File: src/rtl/zfa_pkg.sv
// Shared definitions for the Zfa FLI constant path: formats, field geometry,
// FLI table indices and the unpacked-operand record used by matcher and checker.
package zfa_pkg;

    typedef enum logic [1:0] {
        HALF   = 2'b00,
        SINGLE = 2'b01,
        DOUBLE = 2'b10,
        BF16   = 2'b11
    } fmt_e;

    localparam int H_EXP_W = 5;
    localparam int H_MAN_W = 10;
    localparam int H_BIAS  = 15;
    localparam int S_EXP_W = 8;
    localparam int S_MAN_W = 23;
    localparam int S_BIAS  = 127;
    localparam int D_EXP_W = 11;
    localparam int D_MAN_W = 52;
    localparam int D_BIAS  = 1023;
    localparam int B_EXP_W = 8;
    localparam int B_MAN_W = 7;
    localparam int B_BIAS  = 127;

    localparam logic [4:0] FLI_IDX_NEG_ONE  = 5'd0;
    localparam logic [4:0] FLI_IDX_MIN_NORM = 5'd1;
    localparam logic [4:0] FLI_IDX_QUARTER  = 5'd8;
    localparam logic [4:0] FLI_IDX_HALF     = 5'd12;
    localparam logic [4:0] FLI_IDX_ONE      = 5'd16;
    localparam logic [4:0] FLI_IDX_TWO      = 5'd20;
    localparam logic [4:0] FLI_IDX_INF      = 5'd30;
    localparam logic [4:0] FLI_IDX_CNAN     = 5'd31;

    // exp is the unbiased exponent in 12-bit two's complement
    typedef struct packed {
        logic        sign;
        logic [11:0] exp;
        logic [1:0]  m2;
        logic        tail_zero;
        logic        zero;
        logic        subnormal;
        logic        inf;
        logic        qnan_canonical;
        logic        min_normal;
        logic        illegal;
    } fp_unpacked_t;

endpackage

File: src/rtl/zfa_fp_unpack.sv
// Combinational operand unpack: format select, NaN-box check and classification.
// Mantissas are left-aligned into 52 bits so m2/tail are format independent.
module zfa_fp_unpack
    import zfa_pkg::*;
#(
    parameter int IN_WIDTH = 64
) (
    input  logic [IN_WIDTH-1:0] value_i,
    input  fmt_e                fmt_i,
    input  logic                nan_boxing_i,
    output fp_unpacked_t        op_o
);

    localparam bit DBL_OK = (IN_WIDTH == 64);

    logic [63:0] val64;
    logic        sign;
    logic [10:0] bexp;
    logic [10:0] emax;
    logic [11:0] bias;
    logic [51:0] man;
    logic        box_ok;
    logic        man_zero;
    logic        exp_ones;

    always_comb begin
        val64                 = '1;
        val64[IN_WIDTH-1:0]   = value_i;
        sign   = 1'b0;
        bexp   = '0;
        emax   = '1;
        bias   = '0;
        man    = '0;
        box_ok = 1'b1;
        case (fmt_i)
            HALF: begin
                box_ok = !nan_boxing_i || (&val64[63:16]);
                sign   = val64[15];
                bexp   = 11'(val64[14:10]);
                emax   = 11'((1 << H_EXP_W) - 1);
                bias   = 12'(H_BIAS);
                man    = {val64[9:0], 42'd0};
            end
            SINGLE: begin
                box_ok = !nan_boxing_i || (&val64[63:32]);
                sign   = val64[31];
                bexp   = 11'(val64[30:23]);
                emax   = 11'((1 << S_EXP_W) - 1);
                bias   = 12'(S_BIAS);
                man    = {val64[22:0], 29'd0};
            end
            DOUBLE: begin
                sign   = val64[63];
                bexp   = val64[62:52];
                emax   = 11'((1 << D_EXP_W) - 1);
                bias   = 12'(D_BIAS);
                man    = val64[51:0];
            end
            default: begin
                box_ok = !nan_boxing_i || (&val64[63:16]);
                sign   = val64[15];
                bexp   = 11'(val64[14:7]);
                emax   = 11'((1 << B_EXP_W) - 1);
                bias   = 12'(B_BIAS);
                man    = {val64[6:0], 45'd0};
            end
        endcase

        // A broken NaN box reads as the canonical quiet NaN of the format
        if (!box_ok) begin
            sign = 1'b0;
            bexp = emax;
            man  = {1'b1, 51'd0};
        end

        man_zero = (man == '0);
        exp_ones = (bexp == emax);

        op_o                = '0;
        op_o.sign           = sign;
        op_o.exp            = (bexp == '0) ? (12'd1 - bias) : ({1'b0, bexp} - bias);
        op_o.m2             = man[51:50];
        op_o.tail_zero      = (man[49:0] == '0);
        op_o.zero           = (bexp == '0) && man_zero;
        op_o.subnormal      = (bexp == '0) && !man_zero;
        op_o.inf            = exp_ones && man_zero;
        op_o.qnan_canonical = exp_ones && !sign && (man == {1'b1, 51'd0});
        op_o.min_normal     = (bexp == 11'd1) && man_zero;
        op_o.illegal        = (fmt_i == DOUBLE) && !DBL_OK;
    end

endmodule

File: src/rtl/zfa_fli_index_matcher.sv
// Two-stage valid/ready pipeline mapping an FP operand back to its Zfa FLI index.
// Stage 1 registers the unpacked operand, stage 2 registers the table lookup.
module zfa_fli_index_matcher
    import zfa_pkg::*;
#(
    parameter int IN_WIDTH = 64
) (
    input  logic                clk_i,
    input  logic                rst_i,
    input  logic                valid_i,
    output logic                ready_o,
    input  logic [IN_WIDTH-1:0] value_i,
    input  logic [1:0]          type_data_i,
    input  logic                nan_boxing_i,
    output logic                valid_o,
    input  logic                ready_i,
    output logic                match_o,
    output logic [4:0]          imm_sel_o
);

    fp_unpacked_t op_d;
    fp_unpacked_t s1_op_q;
    logic         s1_valid_q;
    logic         s2_valid_q;
    logic         s1_ready;
    logic         s2_ready;
    logic         match_d;
    logic         match_q;
    logic [4:0]   idx_d;
    logic [4:0]   idx_q;

    zfa_fp_unpack #(.IN_WIDTH(IN_WIDTH)) u_unpack (
        .value_i      (value_i),
        .fmt_i        (fmt_e'(type_data_i)),
        .nan_boxing_i (nan_boxing_i),
        .op_o         (op_d)
    );

    always_comb begin
        match_d = 1'b0;
        idx_d   = '0;
        if (!s1_op_q.illegal) begin
            if (s1_op_q.qnan_canonical) begin
                match_d = 1'b1;
                idx_d   = FLI_IDX_CNAN;
            end else if (s1_op_q.inf) begin
                match_d = !s1_op_q.sign;
                idx_d   = s1_op_q.sign ? 5'd0 : FLI_IDX_INF;
            end else if (s1_op_q.subnormal) begin
                // Only half reaches exponent -14 as a subnormal: 2^-16 and 2^-15
                if (!s1_op_q.sign && s1_op_q.tail_zero && (s1_op_q.exp == 12'(-14))
                    && (s1_op_q.m2 == 2'b01 || s1_op_q.m2 == 2'b10)) begin
                    match_d = 1'b1;
                    idx_d   = (s1_op_q.m2 == 2'b01) ? 5'd2 : 5'd3;
                end
            end else if (!s1_op_q.zero && s1_op_q.tail_zero) begin
                if (s1_op_q.min_normal) begin
                    match_d = !s1_op_q.sign;
                    idx_d   = s1_op_q.sign ? 5'd0 : FLI_IDX_MIN_NORM;
                end else if (s1_op_q.sign) begin
                    match_d = (s1_op_q.exp == 12'd0) && (s1_op_q.m2 == 2'b00);
                    idx_d   = FLI_IDX_NEG_ONE;
                end else begin
                    case (s1_op_q.exp)
                        12'd0: begin
                            match_d = 1'b1;
                            idx_d   = FLI_IDX_ONE + {3'd0, s1_op_q.m2};
                        end
                        12'(-1): begin
                            match_d = 1'b1;
                            idx_d   = FLI_IDX_HALF + {3'd0, s1_op_q.m2};
                        end
                        12'(-2): begin
                            match_d = 1'b1;
                            idx_d   = FLI_IDX_QUARTER + {3'd0, s1_op_q.m2};
                        end
                        12'd1: begin
                            match_d = (s1_op_q.m2 != 2'b11);
                            idx_d   = match_d ? (FLI_IDX_TWO + {3'd0, s1_op_q.m2}) : 5'd0;
                        end
                        default: begin
                            match_d = (s1_op_q.m2 == 2'b00);
                            case (s1_op_q.exp)
                                12'd2:    idx_d = 5'd23;
                                12'd3:    idx_d = 5'd24;
                                12'd4:    idx_d = 5'd25;
                                12'd7:    idx_d = 5'd26;
                                12'd8:    idx_d = 5'd27;
                                12'd15:   idx_d = 5'd28;
                                12'd16:   idx_d = 5'd29;
                                12'(-3):  idx_d = 5'd7;
                                12'(-4):  idx_d = 5'd6;
                                12'(-7):  idx_d = 5'd5;
                                12'(-8):  idx_d = 5'd4;
                                12'(-15): idx_d = 5'd3;
                                12'(-16): idx_d = 5'd2;
                                default:  match_d = 1'b0;
                            endcase
                            if (!match_d) begin
                                idx_d = '0;
                            end
                        end
                    endcase
                end
            end
        end
    end

    assign s2_ready = !s2_valid_q || ready_i;
    assign s1_ready = !s1_valid_q || s2_ready;

    always_ff @(posedge clk_i) begin
        if (rst_i) begin
            s1_valid_q <= 1'b0;
            s2_valid_q <= 1'b0;
            match_q    <= 1'b0;
            idx_q      <= '0;
        end else begin
            if (s1_ready) begin
                s1_valid_q <= valid_i;
            end
            if (s2_ready) begin
                s2_valid_q <= s1_valid_q;
            end
            if (s2_ready && s1_valid_q) begin
                match_q <= match_d;
                idx_q   <= idx_d;
            end
        end
    end

    always_ff @(posedge clk_i) begin
        if (s1_ready && valid_i) begin
            s1_op_q <= op_d;
        end
    end

    assign ready_o   = s1_ready;
    assign valid_o   = s2_valid_q;
    assign match_o   = match_q;
    assign imm_sel_o = idx_q;

endmodule

File: config.mk
export PLATFORM = sky130hd
export DESIGN_NAME = zfa_fli_index_matcher
export DESIGN_NICKNAME = d
export VERILOG_FILES = /design/src/rtl/zfa_pkg.sv /design/src/rtl/zfa_fp_unpack.sv /design/src/rtl/zfa_fli_index_matcher.sv
export SDC_FILE = /design/constraint.sdc
export NUM_CORES = 1
export LEC_CHECK = 0
export ABC_AREA = 1
export CORE_MARGIN = 2
export CORE_UTILIZATION = 35
export CTS_CLUSTER_SIZE = 24
export DETAILED_ROUTE_END_ITERATION = 12
export PLACE_DENSITY = 0.64
export SETUP_SLACK_MARGIN = 0.4
export SYNTH_ARGS = -nofsm -noshare
export SYNTH_HDL_FRONTEND = slang
export SYNTH_SLANG_ARGS = --single-unit
File: constraint.sdc
create_clock -name clk_i -period 3.6 [get_ports clk_i]
set_input_delay 0.72 -clock clk_i [delete_from_list [all_inputs] [get_ports clk_i]]
set_output_delay 0.72 -clock clk_i [all_outputs]
set_load 0.03 [all_outputs]
# Yosys cells after proc, flatten, opt, wreduce, memory -nomap -nowiden
# Cells that the tools add are included.
[classes] n_addsub=6 n_eq_ne=25 muxes=40 n_reduce_logical=36
[op_table] cell="$pmux W52 S3" n=1
[op_table] cell="$eq A12 B12 Y1 const B" n=9
[op_table] cell="$pmux W5 S13" n=1
[op_table] cell="$eq A52 B52 Y1 const B" n=1
[op_table] cell="$logic_not A52 Y1" n=1
[op_table] cell="$mux W52" n=1
[op_table] cell="$logic_not A50 Y1" n=1
[op_table] cell="$reduce_and A48 Y1" n=1
[op_table] cell="$mux W5" n=9
[op_table] cell="$pmux W11 S3" n=1
[op_table] cell="$reduce_and A32 Y1" n=1
[op_table] cell="$eq A12 B2 Y1 const B" n=2
[op_table] cell="$eq A12 B3 Y1 const B" n=2
[op_table] cell="$eq A12 B4 Y1 const B" n=2
[op_table] cell="$pmux W11 S2" n=1
[op_table] cell="$pmux W10 S2" n=1
[op_table] cell="$pmux W5 S4" n=1
[op_table] cell="$mux W1" n=18
[op_table] cell="$logic_and A1 B1 Y1" n=13
[op_table] cell="$reduce_or A13 Y1" n=1
[op_table] cell="$eq A12 B1 Y1 const B" n=1
[op_table] cell="$eq A12 B5 Y1 const B" n=1
[op_table] cell="$logic_not A12 Y1" n=1
[op_table] cell="$mux W12" n=1
[op_table] cell="18 further kinds" n=35
[totals] reg_bits=29 inputBits=71 output_inout_bits=8 elab_cells=120

# Longest topological paths before layout
# Gate-level depths: netlist (run 1).
[depth] word_depth=18 mapped_depth=21 depth_no_buf=20

# Modules after synthesis
# A second synthesis (run 1) with hierarchy kept.
[unflattened] hier_cells=509 hier_area_um2=3281.9
[by_module_without_submodules] module="zfa_fp_unpack" instances=1 cells_per_inst=314 area_each_um2=1651.6 seq_area_each_um2=0.0
[by_module_without_submodules] module="zfa_fli_index_matcher" instances=1 cells_per_inst=195 area_each_um2=1630.3 seq_area_each_um2=820.8

# Least setup slack after synthesis (run 1)
# Ideal clock, no wire load.
[synth_timing] kind="in2reg" from="input port type_data_i[0]" to="register s1_op_q[19] (netlist name) (data pin)" setup_time_ns=0.260 arrival_time_ns=2.718 required_time_ns=3.340 slack_ns=0.622 cell_stages=14 n_path_buf=1 path_cell_list="inv_1 > ha_1 > buf_2 > nor2_1 > nand2_4 > o21ai_0 > inv_1 > ha_1 > a21oi_1 > nor3_1 > nor3_1 > nand2_1 > nand2_1 > nand3_1"
[synth_via] elab_chain_len=5 elab_cells_between_ends=12 classes_between="2 x add/sub; 2 x eq/ne; 6 x mux; 2 x reduce/logical"
[synth_rtl] element="from (decl)" line_no="zfa_fli_index_matcher.sv:13" source="input logic [1:0] type_data_i,"
[synth_rtl] element="$eq A2 B2 Y1, or another cell as far along"
[synth_rtl] element="$pmux W11 S3, or another cell as far along" line_no="zfa_fp_unpack.sv:35" source="case (fmt_i)"
[synth_rtl] element="$mux W11" line_no="zfa_fp_unpack.sv:70" source="if (!box_ok) begin"
[synth_rtl] element="$sub A11 B10 Y12 or $logic_not A11 Y1 (tied branches)" line_no="zfa_fp_unpack.sv:81" source="op_o.exp = (bexp == '0) ? (12'd1 - bias) : ({1'b0, bexp} - bias);"
[synth_rtl] element="$mux W12 (*)" line_no="zfa_fp_unpack.sv:81"
[synth_rtl] element="to (signal assigned)" line_no="zfa_fli_index_matcher.sv:134" source="s1_op_q <= op_d;"
[synth_rtl] element="to (decl)" line_no="zfa_fli_index_matcher.sv:22" source="fp_unpacked_t s1_op_q;"
# Every way passes the cells marked *; elsewhere a longest branch is shown, timed or not.
# A chain may end at the register's enable or synchronous reset.

==> results of run 1 <==
[logic make-up (layout without fill, tap and decap cells)]
logic type,after synthesis,in the layout,share of synthesized area [%]
AND/OR/NAND/NOR,289,289,43.6
buffers and inverters,67,162,9.46
AO/OA/AOI/OAI,65,65,12.9
flip-flops,29,29,26.6
adder cells (fa/ha/maj),17,17,7.15
XOR/XNOR,1,1,0.294
[layout make-up]
cell class / count / share of cell area (%)
multi-input combinational: 372 / 47.9
clock buffer: 5 / 1.63
timing repair buffer: 94 / 22.0
sequential: 29 / 18.8
clock inverter: 3 / 1.10
tap: 105 / 3.12
inverter: 60 / 5.41
[cells in the final DEF (no fill, tap or decap), types with 11 or more instances in the layout]
cell,instances
nand4_1,18
nor2_1,56
nand2_1,143
o21ai_0,21
nand3_1,28
clkdlybuf4s50_1,67
buf_4,16
edfxtp_1,21
dlymetal6s2s_1,11
a21oi_1,16
inv_1,56
[metrics by stage]
step / setup slack (ns) / total power [mW] / cells / util (%) / instance area, sq um
2_1_floorplan: 0.622 / 0.652 / 468 / - / 2980
3_3_place_gp: 0.106 / 0.819 / 658 / 47.9 / 3940
3_5_place_dp: 0.0544 / 0.822 / 658 / 47.9 / 3940
4_1_cts: 0.414 / 1.16 / 666 / 49.4 / 4060
5_1_grt: 0.407 / 1.26 / 668 / 51.3 / 4210
6_report: 0.576 / 1.18 / 668 / 51.3 / 4210
[state kept, by name, indices dropped and copies added (netlist names)]
name	flops
imm_sel_o	5
s1_valid_q	1
valid_o	1
match_o	1
s1_op_q	21
[power groups by stage]
stage	sequential (mW)	clock, mW	combinational, mW
after detailed placement	0.429	0	0.393
after global routing	0.428	0.357	0.480
final	0.422	0.333	0.428
after CTS	0.422	0.342	0.397
after floorplan	0.435	0	0.218
after global placement	0.428	0	0.391
[worst max-delay path by stage]
stage | end | slack (ns) | start
6_report | s1_op_q[2] | 0.58 | value_i[52]
4_1_cts | s1_op_q[19] | 0.41 | type_data_i[1]
3_5_place_dp | s1_op_q[18] | 0.05 | type_data_i[0]
2_1_floorplan | s1_op_q[19] | 0.62 | type_data_i[0]
5_1_grt | s1_op_q[16] | 0.41 | value_i[58]
3_3_place_gp | s1_op_q[20] | 0.11 | type_data_i[1]
[metal layers]
layer	track usage, %	part of all wire [%]
met1	22.4	42
met3	4.39	6.7
met5	0	0
met2	35.0	48
met4	8.81	3.3
[critical path, delay by kind of cell]
| kind | cells | cell delay [ns] |
|---|---|---|
| buffers and inverters | 3 | 0.66 |
| AO/OA/AOI/OAI | 3 | 0.29 |
| AND/OR/NAND/NOR | 10 | 1.19 |
| adder cells (fa/ha/maj) | 1 | 0.31 |
[timing repair]
item                       in CTS  in global routing
gates resized for setup         3                 33
setup endpoints to repair       4                 13
gates cloned                    0                  0
buffers inserted                0                  2
pin swaps                       0                 13
==> flow_summary_export.csv, run 1 <==
group,metric,value,unit
outcome,outcome,"finished clean",
clock_network,cts_buffers,5,
drt,remaining_drc_errors,0,
timing,final.setup.tns,0,ns
setup_path,worstPathArrival,3.16,ns
setup_path,cp_cell_sequence,"clkdlybuf4s50_1, nand4_1, nor2_1, nand2_1, nor2_1, nand2_1, nand2_4, o211ai_1, o21ai_1, inv_1, ha_4, nand2_4, inv_4, o211ai_1, nor3_1, nand3_1, nor3b_2",
logic_synthesis,synth_top_area_cell,"edfxtp_1",
setup_path,max_stage_delay,0.51,ns
clock_network,clockBufferDepth,2,
placement,hpwl,7380,microns
setup_path,worstPathRequired,3.73,ns
power_and_ir_drop,leakage,1.98,nW
power_and_ir_drop,p_int,804,uW
logic_synthesis,synth.area.top_cells,"edfxtp_1 21%, nand2_1 18%, nor2_1 7.4%",
drt,first_pass_iters,4,
clock_network,clkLatencyLatePin,0.28,ns
worst_hold_path,worstHoldStart,"valid_o",
power_and_ir_drop,vdd.ir_drop.worst,0.000145,V
drt,drtAntennaViolNets,0,
clock_network,cts_tree,"yes",
drt,wire_per_inst,13.1,microns
timing,hold_viol,0,
power_and_ir_drop,cellPowerDensity,281,nW/um^2
global_routing,grt_max_degree,22,
timing,fin_crit_sh,84.0,%
drt,drtIter0Drc,157,
logic_synthesis,synth_common_cells,"145 x nand2_1, 59 x nor2_1, 57 x inv_1",
power_and_ir_drop,pwr-share-comb,36.2,%
drt,routed_wl,8770,microns
power_and_ir_drop,clkPwrFrac,28.1,%
layout,register_area,791,sq um
setup_path,endpoint_kind,"flop",
timing,slew_violations,0,
global_routing,grt_pass1_wl,14500,microns
layout,nNetsFinal,650,
worst_hold_path,hold_depth,2,
global_routing,gr-total-overflow,0,
power_and_ir_drop,seq_power_share,35.7,%
layout,drive_gt1_share,11.4,%
global_routing,antenna_found_initial,0,
logic_synthesis,ys.flop_type,"edfxtp_1",
logic_synthesis,synth_cell_types,39,
logic_synthesis,synth-edff-count,21,
setup_path,crit_fanout,6,
clock_network,postCtsHoldBufs,0,
logic_synthesis,syn_area_per_cell,6.36,sq um
logic_synthesis,synthMostInstantiatedCell,"nand2_1",
logic_synthesis,ys_ff_latch,29,
placement,port_buffers,78,
drt,via_count,3412,
timing,finalSetupViolCount,0,
floorplan,start_util,36.2,%
setup_path,r2r_start,"s1_op_q[20]",
floorplan,die-area,9260,sq um
logic_synthesis,synth_area,2980,sq um
timing,rsz0062_at_grt,"false",
floorplan,fp.coreArea,8220,sq um
global_routing,grt.total_usage,19.7,%
floorplan,io_pins,79,
logic_synthesis,netlist_instances,468,
timing,fmax,0.331,GHz
setup_path,worstSetupPathType,"in -> reg",
power_and_ir_drop,p_sw,379,uW
timing,holdWs,0.506,ns
logic_synthesis,yosys_warnings,0,
worst_hold_path,worstHoldEndpoint,"valid_o",
clock_network,numClockSinks,29,
power_and_ir_drop,switching_share,32.0,%
timing,clock_skew,0.00636,ns
clock_network,cts.clk_slew.worst_paths,0.07,ns
placement,place_congestion,0.900,
setup_path,r2r_end,"imm_sel_o[0]",
floorplan,die_height,96.2,microns
logic_synthesis,async_flop_share,0,%
floorplan,dieWidth,96.2,microns
layout,area_growth,41.5,%
layout,fillers,835,
setup_path,crit_slowest_cell,"clkdlybuf4s50_1",
layout,antenna_cells,0,
setup_path,r2r_slack,1.69,ns
timing,finalCriticalPeriod,3.02,ns
setup_path,critPathLaunchType,"primary input",
run,max_cap_viol_count,0,
drt,viasPerCell,5.11,
layout,multi_input_area,2020,sq um
global_routing,first_global_vias,3380,
timing,slew_headroom,50.3,%
floorplan,rows,33,
logic_synthesis,synth.top_cell.area_share,21.2,%
timing,worst_slew_pin_slew,0.745,ns
setup_path,r2r.worst_path.cells,15,
clock_network,htree_levels,2,
logic_synthesis,syn_nets,556,
logic_synthesis,synth-seq-area-share,26.6,%
clock_network,root_buffer,"clkbuf_8",
worst_hold_path,hp-class,"reg -> reg",
Note: power is estimated with default switching activity, not from simulation.
==> run 2, diff against run 1 <==
Settings changed: PLACE_DENSITY 0.64 to 0.66.
Clock period 3.6 ns to 2.6 ns, I/O delays scaled along.
==> flow_summary_export.csv, run 2 (synthesis results as in run 1) <==
group,metric,value,unit
clock_network,numClockSinks,29,
layout,antenna_cells,0,
worst_hold_path,hp-class,"reg -> reg",
timing,finalSetupViolCount,0,
timing,slew_headroom,77.2,%
global_routing,grt_max_degree,22,
global_routing,first_global_vias,3850,
setup_path,worstPathArrival,2.53,ns
power_and_ir_drop,pwr-share-comb,43.9,%
layout,area_growth,71.7,%
power_and_ir_drop,clkPwrFrac,24.8,%
drt,via_count,3782,
placement,preCtsSetupSlack,-0.625,ns
floorplan,fp.coreArea,8220,sq um
clock_network,clockBufferDepth,2,
placement,placedCellCount,727,
timing,final.setup.tns,0,ns
power_and_ir_drop,switching_share,32.8,%
setup_path,crit_slowest_cell,"ha_4",
drt,remaining_drc_errors,0,
layout,layout_commonest_cell,"nand2_1",
outcome,outcome,"finished clean",
floorplan,dieWidth,96.2,microns
drt,drtIter0Drc,146,
clock_network,cts_buffers,5,
layout,most-common-layout-cells,"130 x nand2_1, 94 x buf_4, 53 x nor2_1",
layout,drive_gt1_share,38.2,%
placement,placed_cell_area,4590,sq um
layout,largest_reg_flops,21,
setup_path,crit_fanout,8,
run,max_cap_viol_count,0,
drt,wire_per_inst,13.0,microns
power_and_ir_drop,p_int,1.25,mW
floorplan,start_util,36.2,%
timing,worst_slew_pin_slew,0.338,ns
setup_path,cp_cell_sequence,"buf_8, buf_8, inv_12, ha_4, nor2_4, nand2_4, buf_4, buf_6, o21ai_2, inv_2, ha_4, nand2_4, nor2_4, nand4_1, nand2_1, nand2_2, nand2_1, nand2_1",
global_routing,antenna_found_initial,0,
layout,fin_cells,762,
clock_network,cts_tree,"yes",
setup_path,cp_common_cell,"nand2_1",
placement,place_congestion,0.940,
power_and_ir_drop,total_power,1.87,mW
clock_network,cts.clk_slew.worst_paths,0.07,ns
drt,routed_wl,9940,microns
setup_path,crit_family,"simple AND/OR/NAND/NOR gates",
timing,layout_setup_ws,0.118,ns
global_routing,grt.total_usage,22.3,%
global_routing,gr-total-overflow,0,
power_and_ir_drop,vdd.ir_drop.worst,0.000201,V
setup_path,worstPathRequired,2.65,ns
floorplan,io_pins,79,
clock_network,clkLatencyLatePin,0.28,ns
floorplan,rows,33,
setup_path,worstSetupPathType,"in -> reg",
power_and_ir_drop,p_sw,612,uW
timing,finalCriticalPeriod,2.48,ns
setup_path,worstPathBufferInverterCount,6,
power_and_ir_drop,cellPowerDensity,365,nW/um^2
setup_path,max_stage_delay,0.30,ns
timing,fin_crit_sh,95.5,%
setup_path,endpoint_kind,"flop",
clock_network,root_buffer,"clkbuf_8",
timing,hold_viol,0,
layout,final_area,5110,sq um
timing,fmax,0.403,GHz
drt,viasPerCell,4.96,
floorplan,die-area,9260,sq um
power_and_ir_drop,seq_power_share,31.4,%
power_and_ir_drop,leakage,2.45,nW
layout,nNetsFinal,744,
drt,first_pass_iters,4,
drt,drtAntennaViolNets,0,
timing,clock_skew,0.00658,ns
setup_path,critPathLaunchType,"primary input",
placement,port_buffers,78,
timing,rsz0062_at_grt,"true",
placement,hpwl,7980,microns
global_routing,grt_pass1_wl,16500,microns
timing,slew_violations,0,
clock_network,htree_levels,2,
floorplan,die_height,96.2,microns
layout,fillers,737,
layout,max_flop_register,"s1_op_q",
[run 2: routing by layer]
metal | vias to the layer above | GRT usage, % | routed length, microns
li1 | 1943 | - | -
met1 | 1718 | 23.8 | 4000
met2 | 94 | 44.4 | 5360
met3 | 27 | 3.05 | 340
met4 | 0 | 7.14 | 235
met5 | - | 0 | 0
[run 2: final timing paths]
| kind | from | to | slack (ns) | cells after the start |
|---|---|---|---|---|
| setup reg to reg | s1_op_q[20] | imm_sel_o[0] | 0.69 | 15 |
| setup / recovery | type_data_i[0] | s1_op_q[20] | 0.12 | 18 |
| hold reg to reg | valid_o | valid_o | 0.52 | 2 |
| hold / removal | valid_o | valid_o | 0.52 | 2 |
[run 2: tightest hold or removal path, stage by stage (launching register included)]
cell and delay (ns):
dfxtp_1 0.32, nand2_1 0.08, a21oi_1 0.07
[run 2: through the flow]
stage               util, %  hold WS [ns]
finish                 62.2         0.519
CTS                    59.5         0.526
global placement       55.9         0.489
detailed placement     55.9         0.516
floorplan                 -         0.477
global route           62.2         0.545
[run 2: repair_timing]
item                       4_1_cts  5_1_grt
resized for setup              271       44
buffers inserted                18        8
pin swaps                       59       30
gates cloned                     1        0
hold buffers                     0        0
setup endpoints to repair       19       18
[run 2: final cells by class]
class                      count  area [sq um]  share of cell area [%]
clock inverter                 3          41.3                   0.808
sequential                    29           791                    15.5
timing repair buffer         187          1570                    30.7
inverter                      60           245                    4.80
multi-input combinational    373          2260                    44.3
clock buffer                   5          68.8                    1.35
tap                          105           131                    2.57
[run 2: power by group through the flow]
stage | logic (mW) | registers [mW] | clock network, mW
floorplan | 0.343 | 0.602 | 0
global placement | 0.688 | 0.593 | 0
detailed placement | 0.695 | 0.595 | 0
CTS | 0.750 | 0.585 | 0.472
global route | 0.900 | 0.591 | 0.490
finish | 0.819 | 0.585 | 0.462
==> run 3, diff against run 2 <==
--- a/config.mk
+++ b/config.mk
@@ -13,3 +13,2 @@
 export PLACE_DENSITY = 0.66
-export SETUP_SLACK_MARGIN = 0.4
 export SYNTH_ARGS = -nofsm -noshare
--- a/constraint.sdc
+++ b/constraint.sdc
@@ -3,2 +3,2 @@
 set_output_delay 0.52 -clock clk_i [all_outputs]
-set_load 0.03 [all_outputs]
+set_load 0.01 [all_outputs]
==> flow_summary_export.csv, run 3 (synthesis results as in run 1) <==
group,metric,value,unit
outcome,outcome,"finished clean",
run,max_cap_viol_count,0,
global_routing,antenna_found_initial,0,
drt,via_count,3581,
layout,final_area,4540,sq um
layout,area_growth,52.5,%
timing,layout_setup_ws,0.0257,ns
clock_network,root_buffer,"clkbuf_8",
floorplan,io_pins,79,
drt,wire_per_inst,12.0,microns
drt,drtAntennaViolNets,0,
placement,placed_cell_area,4470,sq um
global_routing,gr-total-overflow,0,
drt,drtIter0Drc,136,
global_routing,first_global_vias,3528,
drt,first_pass_iters,4,
floorplan,fp.coreArea,8220,sq um
setup_path,crit_family,"simple AND/OR/NAND/NOR gates",
floorplan,rows,33,
timing,fin_crit_sh,99.0,%
layout,final_util,55.2,%
timing,finalSetupViolCount,0,
setup_path,crit_fanout,7,
layout,drive_gt1_share,29.8,%
timing,slew_headroom,76.3,%
setup_path,worstPathBufferInverterCount,3,
timing,finalCriticalPeriod,2.57,ns
layout,antenna_cells,0,
floorplan,start_util,36.2,%
clock_network,cts_buffers,5,
placement,hpwl,7540,microns
floorplan,die-area,9260,sq um
setup_path,max_stage_delay,0.31,ns
layout,fillers,801,
power_and_ir_drop,leakage,2.23,nW
timing,fmax,0.388,GHz
setup_path,worstPathRequired,2.72,ns
global_routing,grt.total_usage,19.9,%
layout,layout_commonest_cell,"nand2_1",
clock_network,clockBufferDepth,2,
clock_network,htree_levels,2,
worst_hold_path,hp-class,"reg -> reg",
layout,max_flop_register,"s1_op_q",
drt,remaining_drc_errors,0,
drt,routed_wl,8900,microns
setup_path,worstPathArrival,2.70,ns
timing,slew_violations,0,
setup_path,crit_slowest_cell,"ha_4",
floorplan,die_height,96.2,microns
placement,place_congestion,0.889,
setup_path,worstSetupPathType,"in -> reg",
timing,hold_viol,0,
setup_path,cp_cell_sequence,"clkbuf_2, nand4_1, nor2_1, nand2_1, nor2_1, nand2_2, nand2_4, o211ai_1, o21ai_1, inv_1, ha_4, nand2_4, inv_2, o211ai_1, nor3_1, nand3_1, nor3b_2",
layout,most-common-layout-cells,"141 x nand2_1, 86 x buf_4, 57 x nor2_1",
clock_network,cts_tree,"yes",
global_routing,grt_max_degree,22,
placement,port_buffers,78,
layout,nNetsFinal,722,
placement,preCtsSetupSlack,-0.670,ns
global_routing,grt_pass1_wl,14700,microns
power_and_ir_drop,cellPowerDensity,354,nW/um^2
clock_network,clkLatencyLatePin,0.28,ns
floorplan,dieWidth,96.2,microns
clock_network,cts.clk_slew.worst_paths,0.07,ns
clock_network,numClockSinks,29,
layout,largest_reg_flops,21,
timing,rsz0062_at_grt,"true",
timing,worst_slew_pin_slew,0.353,ns
timing,holdWs,0.517,ns
power_and_ir_drop,vdd.ir_drop.worst,0.000157,V
setup_path,critPathLaunchType,"primary input",
setup_path,endpoint_kind,"flop",
drt,viasPerCell,4.84,
timing,clock_skew,0.0105,ns
[run 3: cell count changes in the layout (fill, tap and decap cells not counted), sizes merged]
cell and change:
buf -64, bufinv -1, clkbuf +42, clkdlybuf4s15 +1, clkdlybuf4s50 +4, clkinv -1, clkinvlp +2, dlygate4sd2 -3
dlymetal6s2s -1, nand3 -1
[run 3: final timing paths]
path	from	end	slack (ns)	depth (start not counted)
max	value_i[46]	s1_op_q[2]	0.03	17
min	valid_o	valid_o	0.52	2
max reg2reg	s1_op_q[20]	imm_sel_o[0]	0.69	13
min reg2reg	valid_o	valid_o	0.52	2
[run 3: power breakdown]
| group | internal [mW] | leakage (nW) | switching, mW |
|---|---|---|---|
| Combinational | 0.336 | 1.92 | 0.328 |
| Sequential | 0.552 | 0.273 | 0.0337 |
| Clock | 0.187 | 0.0364 | 0.171 |
[run 3: cell type report]
class	count	area, sq um	share of cell area, %
Clock inverter	3	22.5	0.496
Inverter	60	228	5.02
Tap cell	105	131	2.89
Multi-Input combinational cell	372	2060	45.4
Sequential cell	29	791	17.4
Timing Repair Buffer	166	1230	27.2
Clock buffer	5	68.8	1.52
[run 3: metal layers]
metal	track usage [%]	wire length (microns)	up-vias
li1	-	-	1900
met1	22.6	3750	1551
met2	36.7	4440	115
met3	3.37	516	15
met4	7.98	189	0
met5	0	0	-
[run 3: per-stage QoR]
step                cells  total power, mW  setup TNS (ns)
floorplan             468            0.906               0
global placement      724             1.22           -8.09
CTS                   738             1.61               0
detailed placement    724             1.23           -8.44
global route          740             1.73          -0.364
finish                740             1.61               0
[run 3: worst register-to-register path, stage by stage, from the launching register on]
cell and delay, ns:
edfxtp_1 0.38, nor2_1 0.12, nand2_1 0.09, nor2_2 0.25, nand2_1 0.17, nand2_1 0.18, nor2_1 0.12, nand2_1 0.16
nand2_1 0.07, nand2_1 0.06, nand2_1 0.04, nand2_1 0.05, nand2_1 0.05, a21oi_1 0.10
[run 3: repair_timing]
action	CTS	global route
gates resized for setup	70	118
hold buffers	0	0
pin swaps	24	29
setup endpoints to repair	15	15
buffers inserted	6	2
